**config.mk**
```make
export PLATFORM = sky130hd
export DESIGN_NAME = cache_axi_refill
export DESIGN_NICKNAME = d
export VERILOG_FILES = /design/src/rtl/cache_axi_refill_pkg.sv /design/src/rtl/cache_axi_refill_line_buf.sv /design/src/rtl/cache_axi_refill.sv
export SDC_FILE = /design/constraint.sdc
export NUM_CORES = 1
export LEC_CHECK = 0
export BUFFER_PORTS_ARGS = -buffer_cell sky130_fd_sc_hd__buf_2
export CAP_MARGIN = 20
export CORE_AREA = 2 2 292 294
export CTS_CLUSTER_DIAMETER = 50
export DETAILED_ROUTE_END_ITERATION = 16
export DIE_AREA = 0 0 294 296
export HOLD_SLACK_MARGIN = 0.03
export PLACE_DENSITY = 0.58
export SETUP_SLACK_MARGIN = 0.15
export SYNTH_ARGS = -nofsm -noshare
export SYNTH_HDL_FRONTEND = slang
export SYNTH_SLANG_ARGS = --single-unit
```
**constraint.sdc**
```tcl
create_clock -name clk -period 2.35 [get_ports clk]
set_input_delay 0.47 -clock clk [delete_from_list [all_inputs] [get_ports clk]]
set_output_delay 0.47 -clock clk [all_outputs]
set_load 0.1 [all_outputs]
```
**src/rtl/cache_axi_refill_pkg.sv**
```systemverilog
// Shared widths, AXI constants and FSM encoding for the dcache refill responder.
// Latency: n/a (declarations only).
// Backpressure: n/a.
package cache_axi_refill_pkg;

    localparam int LINE_WD     = 256;
    localparam int BEAT_WD     = 32;
    localparam int BEATS       = LINE_WD / BEAT_WD;
    localparam int OFFSET_WD   = 5;
    localparam int BEAT_IDX_WD = $clog2(BEATS);

    localparam logic [1:0] AXI_BURST_INCR = 2'b01;
    localparam logic [2:0] AXI_SIZE_4B    = 3'b010;
    localparam logic [7:0] AXI_LEN_LINE   = 8'(BEATS - 1);
    localparam logic [3:0] AXI_STRB_FULL  = 4'hF;

    localparam logic [BEAT_IDX_WD-1:0] LAST_BEAT = BEAT_IDX_WD'(BEATS - 1);

    // Clears the line-offset bits so bursts always start on a line boundary.
    localparam logic [31:0] LINE_ADDR_MASK = ~((32'd1 << OFFSET_WD) - 32'd1);

    typedef enum logic [7:0] {
        S_IDLE   = 8'b0000_0001,
        S_AW     = 8'b0000_0010,
        S_W      = 8'b0000_0100,
        S_B      = 8'b0000_1000,
        S_AR     = 8'b0001_0000,
        S_R      = 8'b0010_0000,
        S_RELOAD = 8'b0100_0000,
        S_HOLD   = 8'b1000_0000
    } state_t;

endpackage

```
**src/rtl/cache_axi_refill_line_buf.sv**
```systemverilog
// Cache line buffer: parallel load / indexed beat read, indexed beat write / parallel read.
// Latency: writes land on the next clk edge; both read paths are combinational from the store.
// Backpressure: none; the owner decides when to load or write.
// Ports: load/load_line parallel fill; wr/idx/wr_beat beat write; rd_beat = beat idx; line = whole store.
module cache_axi_refill_line_buf
    import cache_axi_refill_pkg::*;
(
    input  logic                   clk,
    input  logic                   rst_n,
    input  logic                   load,
    input  logic [LINE_WD-1:0]     load_line,
    input  logic                   wr,
    input  logic [BEAT_IDX_WD-1:0] idx,
    input  logic [BEAT_WD-1:0]     wr_beat,
    output logic [BEAT_WD-1:0]     rd_beat,
    output logic [LINE_WD-1:0]     line
);

    logic [BEATS-1:0][BEAT_WD-1:0] mem;

    always_ff @(posedge clk or negedge rst_n) begin
        if (!rst_n) begin
            mem <= '0;
        end else if (load) begin
            mem <= load_line;
        end else if (wr) begin
            mem[idx] <= wr_beat;
        end
    end

    assign rd_beat = mem[idx];
    assign line    = mem;

endmodule

```
**src/rtl/cache_axi_refill.sv**
```systemverilog
// Dcache miss responder: optional 8-beat victim writeback, then 8-beat line fetch, then reload pulse.
// Latency: clean miss reloads in cycle 11 (IDLE+AR+8R+RELOAD); a dirty victim adds AW+8W+B.
// Backpressure: every AXI ready/valid low simply stalls the current state; no timeout.
// Ports: rd_req/rd_addr, wr_req/wr_addr/cacheline_old from the cache; reload/cacheline_new back;
//        AR/R/AW/W/B AXI master channels (IDs, cache, prot, lock are fixed by the wrapper).
module cache_axi_refill
    import cache_axi_refill_pkg::*;
(
    input  logic               clk,
    input  logic               resetn,
    input  logic               rd_req,
    input  logic [31:0]        rd_addr,
    input  logic               wr_req,
    input  logic [31:0]        wr_addr,
    input  logic [LINE_WD-1:0] cacheline_old,
    output logic               reload,
    output logic [LINE_WD-1:0] cacheline_new,
    output logic [31:0]        araddr,
    output logic [7:0]         arlen,
    output logic [2:0]         arsize,
    output logic [1:0]         arburst,
    output logic               arvalid,
    input  logic               arready,
    input  logic [31:0]        rdata,
    input  logic               rvalid,
    output logic               rready,
    output logic [31:0]        awaddr,
    output logic [7:0]         awlen,
    output logic [2:0]         awsize,
    output logic [1:0]         awburst,
    output logic               awvalid,
    input  logic               awready,
    output logic [31:0]        wdata,
    output logic [3:0]         wstrb,
    output logic               wlast,
    output logic               wvalid,
    input  logic               wready,
    input  logic               bvalid,
    output logic               bready
);

    state_t                 state;
    logic [BEAT_IDX_WD-1:0] beat;
    logic [31:0]            rd_addr_q;
    logic [31:0]            wr_addr_q;

    logic                   load_victim;
    logic                   refill_wr;
    logic [LINE_WD-1:0]     wb_line;
    logic [BEAT_WD-1:0]     rf_beat;
    logic                   unused_buf_outs;

    // Single FSM; beat is shared by W and R and wraps to 0 after the 8th handshake,
    // so it is already cleared when the next burst starts.
    always_ff @(posedge clk or negedge resetn) begin
        if (!resetn) begin
            state     <= S_IDLE;
            beat      <= '0;
            rd_addr_q <= '0;
            wr_addr_q <= '0;
            arvalid   <= 1'b0;
            awvalid   <= 1'b0;
            wvalid    <= 1'b0;
            bready    <= 1'b0;
            rready    <= 1'b0;
            reload    <= 1'b0;
        end else begin
            reload <= 1'b0;
            case (state)
                S_IDLE: begin
                    if (rd_req) begin
                        rd_addr_q <= rd_addr & LINE_ADDR_MASK;
                        beat      <= '0;
                        if (wr_req) begin
                            wr_addr_q <= wr_addr & LINE_ADDR_MASK;
                            awvalid   <= 1'b1;
                            state     <= S_AW;
                        end else begin
                            arvalid <= 1'b1;
                            state   <= S_AR;
                        end
                    end
                end
                S_AW: begin
                    if (awready) begin
                        awvalid <= 1'b0;
                        wvalid  <= 1'b1;
                        state   <= S_W;
                    end
                end
                S_W: begin
                    if (wready) begin
                        beat <= beat + 1'b1;
                        if (beat == LAST_BEAT) begin
                            wvalid <= 1'b0;
                            bready <= 1'b1;
                            state  <= S_B;
                        end
                    end
                end
                S_B: begin
                    if (bvalid) begin
                        bready  <= 1'b0;
                        arvalid <= 1'b1;
                        state   <= S_AR;
                    end
                end
                S_AR: begin
                    if (arready) begin
                        arvalid <= 1'b0;
                        rready  <= 1'b1;
                        state   <= S_R;
                    end
                end
                S_R: begin
                    if (rvalid) begin
                        beat <= beat + 1'b1;
                        if (beat == LAST_BEAT) begin
                            rready <= 1'b0;
                            reload <= 1'b1;
                            state  <= S_RELOAD;
                        end
                    end
                end
                S_RELOAD: state <= S_HOLD;
                // The cache updates its tags here and rd_req is not meaningful yet.
                S_HOLD:   state <= S_IDLE;
                default:  state <= S_IDLE;
            endcase
        end
    end

    assign load_victim = (state == S_IDLE) && rd_req && wr_req;
    assign refill_wr   = (state == S_R) && rvalid;

    cache_axi_refill_line_buf u_wb_buf (
        .clk       (clk),
        .rst_n     (resetn),
        .load      (load_victim),
        .load_line (cacheline_old),
        .wr        (1'b0),
        .idx       (beat),
        .wr_beat   ('0),
        .rd_beat   (wdata),
        .line      (wb_line)
    );

    cache_axi_refill_line_buf u_rf_buf (
        .clk       (clk),
        .rst_n     (resetn),
        .load      (1'b0),
        .load_line ('0),
        .wr        (refill_wr),
        .idx       (beat),
        .wr_beat   (rdata),
        .rd_beat   (rf_beat),
        .line      (cacheline_new)
    );

    assign unused_buf_outs = ^{wb_line, rf_beat};

    assign araddr  = rd_addr_q;
    assign arlen   = AXI_LEN_LINE;
    assign arsize  = AXI_SIZE_4B;
    assign arburst = AXI_BURST_INCR;
    assign awaddr  = wr_addr_q;
    assign awlen   = AXI_LEN_LINE;
    assign awsize  = AXI_SIZE_4B;
    assign awburst = AXI_BURST_INCR;
    assign wstrb   = AXI_STRB_FULL;
    assign wlast   = wvalid && (beat == LAST_BEAT);

endmodule

```
# Yosys cells after proc, flatten, opt, wreduce, memory -nomap -nowiden
# Cells that the tools add are included.
[totals]
regBits = 583
input_bits = 361
out_inout_bits = 389
wordCells = 109
[op_classes]
addsub = 1
magnitude_cmp = 2
n_eq_ne = 18
n_mux = 42
reduce_logical = 20
[op_table]
columns = ["operator", "count"]
rows = [
  ["$bwmux 256", 1],
  ["$bmux 32 s3", 1],
  ["$demux 32 s3", 1],
  ["$mux 32", 2],
  ["$mux 8", 8],
  ["$pmux 8 s7", 1],
  ["$ne 2x2->1 const B", 10],
  ["$reduce_and 4->1", 5],
  ["$mux 1", 18],
  ["$mux 3", 3],
  ["$pmux 3 s3", 1],
  ["$eq 8x1->1 const B", 1],
  ["$eq 8x2->1 const B", 1],
  ["$eq 8x3->1 const B", 1],
  ["$eq 8x4->1 const B", 1],
  ["$eq 8x5->1 const B", 1],
  ["$eq 8x6->1 const B", 1],
  ["$eq 8x7->1 const B", 1],
  ["$pmux 1 s2", 4],
  ["$reduce_and 8->1", 1],
  ["$reduce_bool 2->1", 4],
  ["$reduce_bool 3->1", 2],
  ["$logic_and 1x1->1", 5],
  ["$mux 5", 1],
  ["other kinds (8)", 8],
]

# Depth between registers and ports, before layout
# Gate-level depths: netlist of the first run.
[logic_depth]
word_depth = 5
depth_mapped = 6

# Modules after synthesis
# A second synthesis of the first run with hierarchy kept.
[hier_totals]
cells_unflattened = 2785
hier_area_um2 = 31023.5
[by_module_without_submodules]
columns = ["module", "instances", "cells_per_inst", "area_each_um2", "seq_area_each_um2"]
rows = [
  ["cache_axi_refill_line_buf (u_rf_buf)", 1, 1275, 13904.6, 6406.1],
  ["cache_axi_refill_line_buf (u_wb_buf)", 1, 1265, 13879.6, 6406.1],
  ["cache_axi_refill", 1, 245, 3239.4, 1778.0],
]

# Worst setup path before layout of the first run
# Ideal clock, no wire load.
[synth_timing]
path_kind = "reg-to-output"
start = "reg beat[0]"
end = "out wdata[19]"
t_arrival_ns = 2.156
slack_ns = -0.276
stages_incl_launch_ff = 7
cell_sequence = "dfrtp_1 > clkbuf_1 > and3_1 > clkbuf_1 > clkbuf_1 > a22oi_1 > nand4_1"
[synth_via]
elab_chain_cells = 2
[synth_rtl]
columns = ["item", "line", "source"]
rows = [
  ["start, declared", "cache_axi_refill.sv:43", "logic [BEAT_IDX_WD-1:0] beat;"],
  ["start signal, assigned", "cache_axi_refill.sv:93", "beat <= beat + 1'b1;"],
  ["start signal, assigned", "cache_axi_refill.sv:117", "beat <= beat + 1'b1;"],
  ["$bmux 32 s3", "cache_axi_refill_line_buf.sv:31", "assign rd_beat = mem[idx];"],
  ["$mux 32 (implied by the code)", "cache_axi_refill_line_buf.sv:31", ""],
  ["end, declared", "cache_axi_refill.sv:33", "output logic [31:0] wdata,"],
]
# No other way between the ends. The select of a mux whose other input is x is not followed.

# Worst setup path in the final report of the first run
[layout_timing]
start = "reg beat[0]"
end = "out wdata[30]"
# Same word-level chain as after synthesis.

==> results of run 1 <==
-- what timing repair did --
| item | 4_1_cts | 5_1_grt |
|---|---|---|
| pin swaps | 38 | 30 |
| endpoints found under the hold margin | 95 | 0 |
| resized for setup | 66 | 21 |
| endpoints found under the setup margin | 46 | 214 |
| gates cloned | 6 | 1 |
| setup buffers | 19 | 7 |
| hold buffers | 73 | 0 |
-- registers in the layout, indices dropped and copies added (netlist names) --
register and cells:
awvalid 1, reload 1, beat 3, state 8
arvalid 1, bready 1, rready 1, wvalid 1
araddr 27, awaddr 27, u_wb_buf.line 256, u_rf_buf.line 256
-- layer usage --
metal | vias to the layer above | part of all wire (%)
met4 | 20 | 3.6
met5 | - | 0.18
met2 | 675 | 48
met1 | 8498 | 40
met3 | 160 | 7.7
li1 | 7318 | -
-- power breakdown --
part,internal [W],leakage [nW],switching [W]
clock network,0.00808,1.40,0.00487
registers,0.0131,7.46,0.00192
logic,0.00625,8.10,0.0122
total,0.0274,17.0,0.0190
-- synthesized netlist by cell type (3+ instances only) --
master,count
a21oi_1,4
a22oi_1,128
buf_1,20
buf_2,29
buf_4,40
clkbuf_1,36
dfrtp_1,582
inv_1,6
mux2_1,16
mux2_2,551
nand2_1,17
nand3_1,5
nand4_1,36
nor2_1,6
nor3_1,4
nor4b_1,3
o21ai_0,3
o22ai_1,3
-- cells by family after synthesis --
kind of cell	share of synthesized area, %
adder cells (fa/ha/maj)	0.107
multiplexers	27.4
AND/OR/NAND/NOR	2.39
buffers and inverters	2.91
other	0.0322
flip-flops	62.5
AO/OA/AOI/OAI	4.61
-- placed cells by master, fill, tap and decap left out, types with 3 or more instances in the layout --
master | netlist | final
diode_2 | 0 | 8
dfrtp_1 | 582 | 581
nand2_1 | 17 | 8
nand4_1 | 36 | 36
inv_1 | 6 | 4
clkbuf_8 | 0 | 6
conb_1 | 2 | 40
clkbuf_16 | 0 | 82
clkinvlp_4 | 0 | 7
buf_4 | 40 | 65
buf_2 | 29 | 664
inv_8 | 0 | 4
a22oi_1 | 128 | 48
buf_12 | 0 | 68
o21ai_0 | 3 | 3
a21oi_1 | 4 | 4
buf_16 | 0 | 7
bufinv_16 | 0 | 13
dlygate4sd3_1 | 0 | 73
o22ai_1 | 3 | 3
buf_6 | 0 | 14
mux2_1 | 16 | 16
clkinv_2 | 0 | 13
a22oi_2 | 0 | 80
nor2_1 | 6 | 4
buf_8 | 0 | 6
clkinv_4 | 0 | 5
nor2_4 | 1 | 3
mux2_2 | 551 | 551
inv_6 | 0 | 5
nor3_4 | 0 | 4
nand3_1 | 5 | 4
nand2_2 | 0 | 8
clkbuf_1 | 36 | 9
-- final cells by class --
| class | instances | area [um^2] |
|---|---|---|
| flip-flops and latches | 583 | 14600 |
| inverters | 6 | 27.5 |
| clock inverters | 51 | 741 |
| fillers | 7798 | 50200 |
| diodes | 8 | 20.0 |
| multi-input cells | 848 | 8760 |
| repair buffers | 898 | 6370 |
| clock buffers | 96 | 2140 |
| well taps | 1090 | 1360 |
-- stage by stage --
step	power [W]	utilization, %
4_1_cts	0.0467	40.1
5_1_grt	0.0482	40.4
3_5_place_dp	0.0329	35.0
2_1_floorplan	0.0277	-
3_3_place_gp	0.0324	35.0
6_report	0.0464	40.4
-- path summary, 6_finish.rpt --
kind	slack, ps	depth (start not counted)	end
setup / recovery	-420	7	wdata[30]
hold / removal	80	2	u_wb_buf.line[146]
setup reg to reg	230	6	u_wb_buf.line[38]
hold reg to reg	490	1	u_rf_buf.line[113]
max in group asynchronous	1120	3	u_rf_buf.line[0]
min in group asynchronous	450	2	u_rf_buf.line[46]
==> results.md, run 1 <==
Detailed routing:
- After detailed routing, the average wire length per cell comes to between 20 and 25 um.
- Wires add up to around 80000 um.
- Using the TritonRoute via totals, the vias-per-cell ratio works out to around 4.7.
- In the routed design, unresolved DRC markers number 0.
- The routed layout has 16700 vias.
- The number of iterations in the first detailed-routing pass is 5.
- The detailed router finished its first iteration with just over 600 violations.
- Once detail routing completed, the nets flagged for antenna violations numbered 0.

STA:
- The final hold violation count came to 0.
- Setup violations remaining at the end of the flow were counted as 33.
- The worst clock skew is 34.6 ps.
- Hold timing on the final database bottoms out at a slack of ~78 ps.
- Based on the critical path, the design can be clocked at up to 0.362 GHz.
- The sum of negative setup slack is -12270 ps.
- The minimum setup slack in the final design is -415 ps.
- The final period demand of the worst path is approximately 2800 ps.
- In this run the tightest slew margin relative to its limit is slightly below 60%.
- At the pin with the least slew margin, the transition time is ~600 ps.
- The max-slew violation count is 0.
- The final cycle utilization of the critical path is 118%.
- Setup repair after global routing could not meet its margin everywhere.

CTS:
- The clock passes through at most 3 buffers.
- The clock reaches the later pin of the worst-skew pair after 640 ps.
- The H-tree level count is 3.
- The clock-pin transition on the worst setup and hold timing paths is ~50 ps.
- Counting every sink on the clock net gives around 580.
- The TritonCTS clock tree is yes.
- The number of buffers created by CTS is a little over 80.
- The tree is rooted in a clkbuf_16.

Worst setup path:
- The startpoint of the most critical register-to-register path is state[0].
- The cell type group with the largest total delay on the critical path is buffers and inverters.
- STA puts the critical path data required time at ~1900 ps.
- In this design, the stage delay of the slowest critical-path cell is around 440 ps.
- The type of the worst setup path is reg -> out.
- The worst path arrival time is ~2300 ps.
- Traced cell by cell, the critical path runs through buf_6 > and3_4 > buf_12 > buf_16 > a22oi_2 > nand4_1 > buf_12.
- The endpoint type of the worst setup path is a primary output.
- Among all stages on the critical path, the largest delay is contributed by dfrtp_2.
- STA classifies the critical path startpoint as a flop.
- The dominant cell type by count on the critical path is buf_12.
- In this run the worst path has a maximum fanout of 10.
- The launching instance or port of the critical path is beat[0].
- Counting both buffers and inverters, the worst setup path holds a total of 4.

Placed design:
- At the end of routability-driven placement, the weighted congestion stood at between 0.8 and 0.9.
- OpenSTA, run right after detailed placement, puts the worst setup slack at ~80 ps.
- The placed wire-length estimate is 56500 um.
- The number of port buffers is 699.
- Including well taps, the total number of placed cells is 3319.
- The placed instances occupy a cell area of between 20000 and 30000 um^2.

Yosys:
- For this run, the leading register cell type out of synthesis is dfrtp_1.
- A synthesized cell averages 15.3 um^2.
- Synthesis produced between 1500 and 2000 cells.
- The number of unique standard cell types used by synthesis is 41.
- The netlist area before placement is about 23000 um^2.
- The synthesized design contains 0 enable-type register cells.
- The share of synthesized registers carrying an async set or reset is 100%.
- The leading area contributor after synthesis is dfrtp_1.
- Sorting the synthesized cells by area gives the leading types as dfrtp_1, mux2_2, a22oi_1, buf_4, nand4_1.
- For this run, the number of Yosys warnings is 0.
- The portion of synthesized cell area occupied by the leading cell type is between 60% and 70%.
- The register bit count reported by yosys is 583.
- The portion of the post-synthesis area used by sequential elements is a little over three fifths.

Run status:
- The run finished, with violations left.
- The final reports fail on negative setup slack.

Global routing:
- For this run, the total global-route usage over all layers was measured as 17.9%.
- The most used routing layer is met2.
- Entering global routing, the biggest net connects 70 pins.
- Global routing used 29.8% of the available met2 tracks.
- For met1 alone, demand over resource in global routing was between 20% and 30%.
- Global routing used under 10% of the available met3 tracks.
- The wire length of the first global-routing pass is between 100000 and 150000 um.
- The via count of the first global-routing pass is ~18000.
- The total congestion overflow after global routing is 0.
- The number of antenna violations at the first check in global routing is 23.

Power:
- For this design the static power due to leakage is ~17 nW.
- For this design the ratio of total power to cell area is between 1000 and 1500 nW/um^2.
- The maximum vdd drop is about 1300 uV.

Hold path:
- The start point of the worst hold path is cacheline_old[146].
- The path class of the tightest hold or removal check is in -> reg.

Die:
- The effective utilization at floorplan is between 20% and 30%.
- The area of the die is roughly 87000 um^2.
- In this run the standard cell core region covers approximately 84000 um^2.
- The vertical die dimension is roughly 300 um.
- The die is a little under 300 um wide.
- During I/O placement, the number of pins put on the boundary was 750.
- The number of placement rows is approximately 110.

Cells and area:
- Of the cells placed in the final design, the portion with a size suffix greater than 1 is between 60% and 70%.
- Once layout is complete, the cells apart from fillers number 3580.
- The final non-filler cell area is around 34000 um^2.
- Compared with the post-synthesis result, the final layout area differs by 45.7%.
- The final layout contains 2781 nets.

Flow run:
- The count of max-cap constraint violations is 0.
No activity file was read; power rests on OpenSTA's default activity.
==> inputs of run 2 (changes only) <==
--- a/config.mk
+++ b/config.mk
@@ -7,12 +7,12 @@
 export LEC_CHECK = 0
 export BUFFER_PORTS_ARGS = -buffer_cell sky130_fd_sc_hd__buf_2
 export CAP_MARGIN = 20
-export CORE_AREA = 2 2 292 294
+export CORE_AREA = 2 2 294 296
 export CTS_CLUSTER_DIAMETER = 50
 export DETAILED_ROUTE_END_ITERATION = 16
-export DIE_AREA = 0 0 294 296
+export DIE_AREA = 0 0 296 298
 export HOLD_SLACK_MARGIN = 0.03
-export PLACE_DENSITY = 0.58
+export PLACE_DENSITY = 0.57
 export SETUP_SLACK_MARGIN = 0.15
 export SYNTH_ARGS = -nofsm -noshare
 export SYNTH_HDL_FRONTEND = slang
==> run 2 against run 1 <==
The run still ends with negative setup slack left. Maximum frequency is 3.1% lower. Critical path depth stayed put. Sequential share of layout area is 0.22 points lower. Combinational power hardly changed. Sequential power hardly changed. Via count is 1.5% higher.
==> results.md, run 2 (synthesis results as in run 1) <==
Global routing:
- The number of antenna violations at the first check in global routing is 26.
- Global routing used ~30% of the available met2 tracks.
- Across every metal layer, demand over resource in global routing totals between 15 and 20%.
- Summed over all layers, the global routing overflow is 0.
- Entering global routing, the biggest net connects between 80 and 90 pins.
- The most used routing layer is met2.
- In the global route stage, met1 resource usage came out at between 20% and 30%.
- The via count of the first global-routing pass is about 19000.
- The met3 layer usage reported by global route is under 10%.
- The wire length of the first global-routing pass is between 100000 and 150000 um.

STA:
- The final hold violation count is 0.
- The max-slew violation count is 0.
- For the pin with the worst max-slew slack, the measured transition is between 600 and 700 ps.
- Clock skew on the completed layout was measured at between 50 and 60 ps.
- The final-report setup violation count is 33.
- The worst pin sits at a relative slew slack of between 50% and 60%.
- Setup repair after global routing could not meet its margin everywhere.
- After layout, the worst path uses 121% of the clock period.
- The worst path in the final design needs a cycle of approximately 2900 ps, including I/O delays and setup.
- The highest clock rate is roughly 0.35 GHz.
- The worst hold slack is approximately 74 ps.
- The minimum setup slack in the final design is -504 ps.

Detailed routing:
- The detail route stage leaves a number of antenna-violating nets equal to 0.
- The residual DRC count is 0.
- Before antenna repair, the detailed router went through 6 iterations.
- The total wire length after detailed routing is approximately 80000 um.
- After detailed routing, the average wire length per cell comes to between 20 and 25 um.
- Dividing the detail-routed via count by the number of cells gives around 4.6.
- The number of vias in the routed layout is ~17000.
- The iteration-0 DRC count of the detailed router is 744.

Placed design:
- The placed instances occupy a cell area of approximately 30000 um^2.
- The wire-length estimate of the detail-placed layout is 57600 um.
- The number of port buffers is 699.
- The final weighted congestion of routability-driven global placement is approximately 0.82.

Worst setup path:
- In this run the critical register-to-register path is launched from state[1].
- The critical path launch point type is a flop.
- The worst register-to-register path has a setup slack of 210 ps.
- The maximum fanout encountered on the critical timing path is 8.
- For this run, the slowest stage of the critical path takes 450 ps.
- The critical register-to-register path endpoint is u_rf_buf.line[38].
- The worst setup path is captured at a primary output.
- Traced cell by cell, the critical path runs through buf_6 > and3_4 > buf_12 > buf_6 > a22oi_2 > nand4_1 > buf_12.
- Together, buffers and inverters on the worst path number 4.
- For the worst setup path, the data arrival time is about 2400 ps.
- The type of the worst setup path is reg -> out.
- The slowest stage of the critical path belongs to the cell dfrtp_2.
- For the worst setup path, the data required time is between 1500 and 2000 ps.
- The depth of the most critical reg-to-reg path is 7.
- The cell type group with the largest total delay on the critical path is buffers and inverters.

Die:
- The core box area is roughly 85000 um^2.
- The effective utilization at floorplan is between 20% and 30%.
- The die covers between 80000 and 90000 um^2.
- 750 I/O pins were placed.
- The number of placement rows is roughly 110.
- The die boundary width is 296 um.
- The vertical die dimension is a little under 300 um.

Hold path:
- The worst hold path begins at cacheline_old[144].
- Along the worst hold path, the cell count comes to 2.
- The path with the worst hold slack has its endpoint at u_wb_buf.line[144].
- The worst hold path belongs to the class in -> reg.

CTS:
- For the worst-skew pair, the clock arrives at the later sink with an insertion delay of 630 ps.
- The number of buffers created by CTS is 80.
- The maximum buffer depth of the clock tree is 3.
- The TritonCTS clock tree is yes.
- The clock sink count is between 500 and 600.
- The root buffer cell chosen for the clock tree is clkbuf_16.
- The clock-pin transition on the worst setup and hold timing paths is 60 ps.
- In this run the number of H-tree levels came out at 3.

Flow run:
- The count of max-cap constraint violations is 0.

Cells and area:
- The area growth from synthesis to layout is 46.5%.
- The library cells used most frequently in the layout, excluding fill and tap cells, are buf_2, dfrtp_1, mux2_2, clkbuf_16, dlygate4sd3_1.
- Across the whole layout, storage elements account for 14600 um^2.
- The core utilization of the finished layout is between 40% and 50%.
- The post-route netlist has 65.6% of its cells at a drive strength greater than 1.
- The combined area of the multi-input logic cells is ~8700 um^2.
- The finished cells cover approximately 34000 um^2.
- The most common cell after layout, fill and taps aside is buf_2.
- The net count of the finished layout is approximately 2800.
- The count of filler cells inserted in the layout is 7970.

Power:
- IR analysis of the VDD net gives a maximum drop of between 1500 and 2000 uV.
- For this design the static power due to leakage is between 15 and 20 nW.
- For this design the ratio of total power to cell area is between 1000 and 1500 nW/um^2.
- The total power draw is around 0.046 W.

Run status:
- The flow ran to the end, but the final reports show violations.
- The checks that failed: negative setup slack.
==> run 2: cell types whose count changed in the layout (fill, tap and decap cells not counted), sizes merged <==
cell	change
clkbuf	+6
diode	+3
bufbuf	+1
clkinv	+1
dlygate4sd3	-1
clkinvlp	-5
buf	+14
bufinv	-4
==> run 2: report_power, final <==
part | internal [W] | switching, W | leakage [nW]
Combinational | 0.00620 | 0.0121 | 8.19
Sequential | 0.0131 | 0.00190 | 7.45
Clock | 0.00777 | 0.00488 | 1.39
==> run 2: final cells by class <==
type	count	area share (%)
Clock inverter	43	1.87
Multi-Input combinational cell	848	25.5
Inverter	6	0.0878
Sequential cell	583	42.7
Tap cell	1144	4.19
Clock buffer	101	6.44
Antenna cell	11	0.0805
Timing Repair Buffer	913	19.1
==> run 2: timing repair <==
item                       CTS  global route
hold buffers                72             0
setup endpoints to repair  302           112
cloned                       4             2
hold endpoints to repair    97             0
buffers inserted            26            10
pin swaps                   38            33
gates resized for setup     59            31
==> run 2: layer usage <==
layer  wire [um]  vias to the layer above
met3        7020                      195
met2       39800                      718
met4        3030                       24
li1            -                     7347
met1       31000                     8632
met5         189                        -
==> run 2: worst max-delay path by stage <==
stage | from | to | slack, ps | cells after the start
3_3_place_gp | beat[2] | wdata[0] | -40 | 7
6_report | beat[0] | wdata[22] | -500 | 7
2_1_floorplan | beat[0] | wdata[22] | -180 | 6
4_1_cts | beat[0] | wdata[22] | -550 | 7
3_5_place_dp | beat[2] | wdata[0] | -70 | 7
5_1_grt | beat[2] | wdata[25] | -580 | 8
==> run 2: per-stage QoR <==
| step | setup slack, ps | setup TNS, ps | cells |
|---|---|---|---|
| 3_3_place_gp | -44.4 | -44.4 | 3380 |
| 4_1_cts | -548 | -16220 | 3626 |
| 3_5_place_dp | -71.3 | -71.3 | 3380 |
| 5_1_grt | -585 | -17260 | 3648 |
| 2_1_floorplan | -178 | -5270 | 1562 |
| 6_report | -504 | -14270 | 3649 |
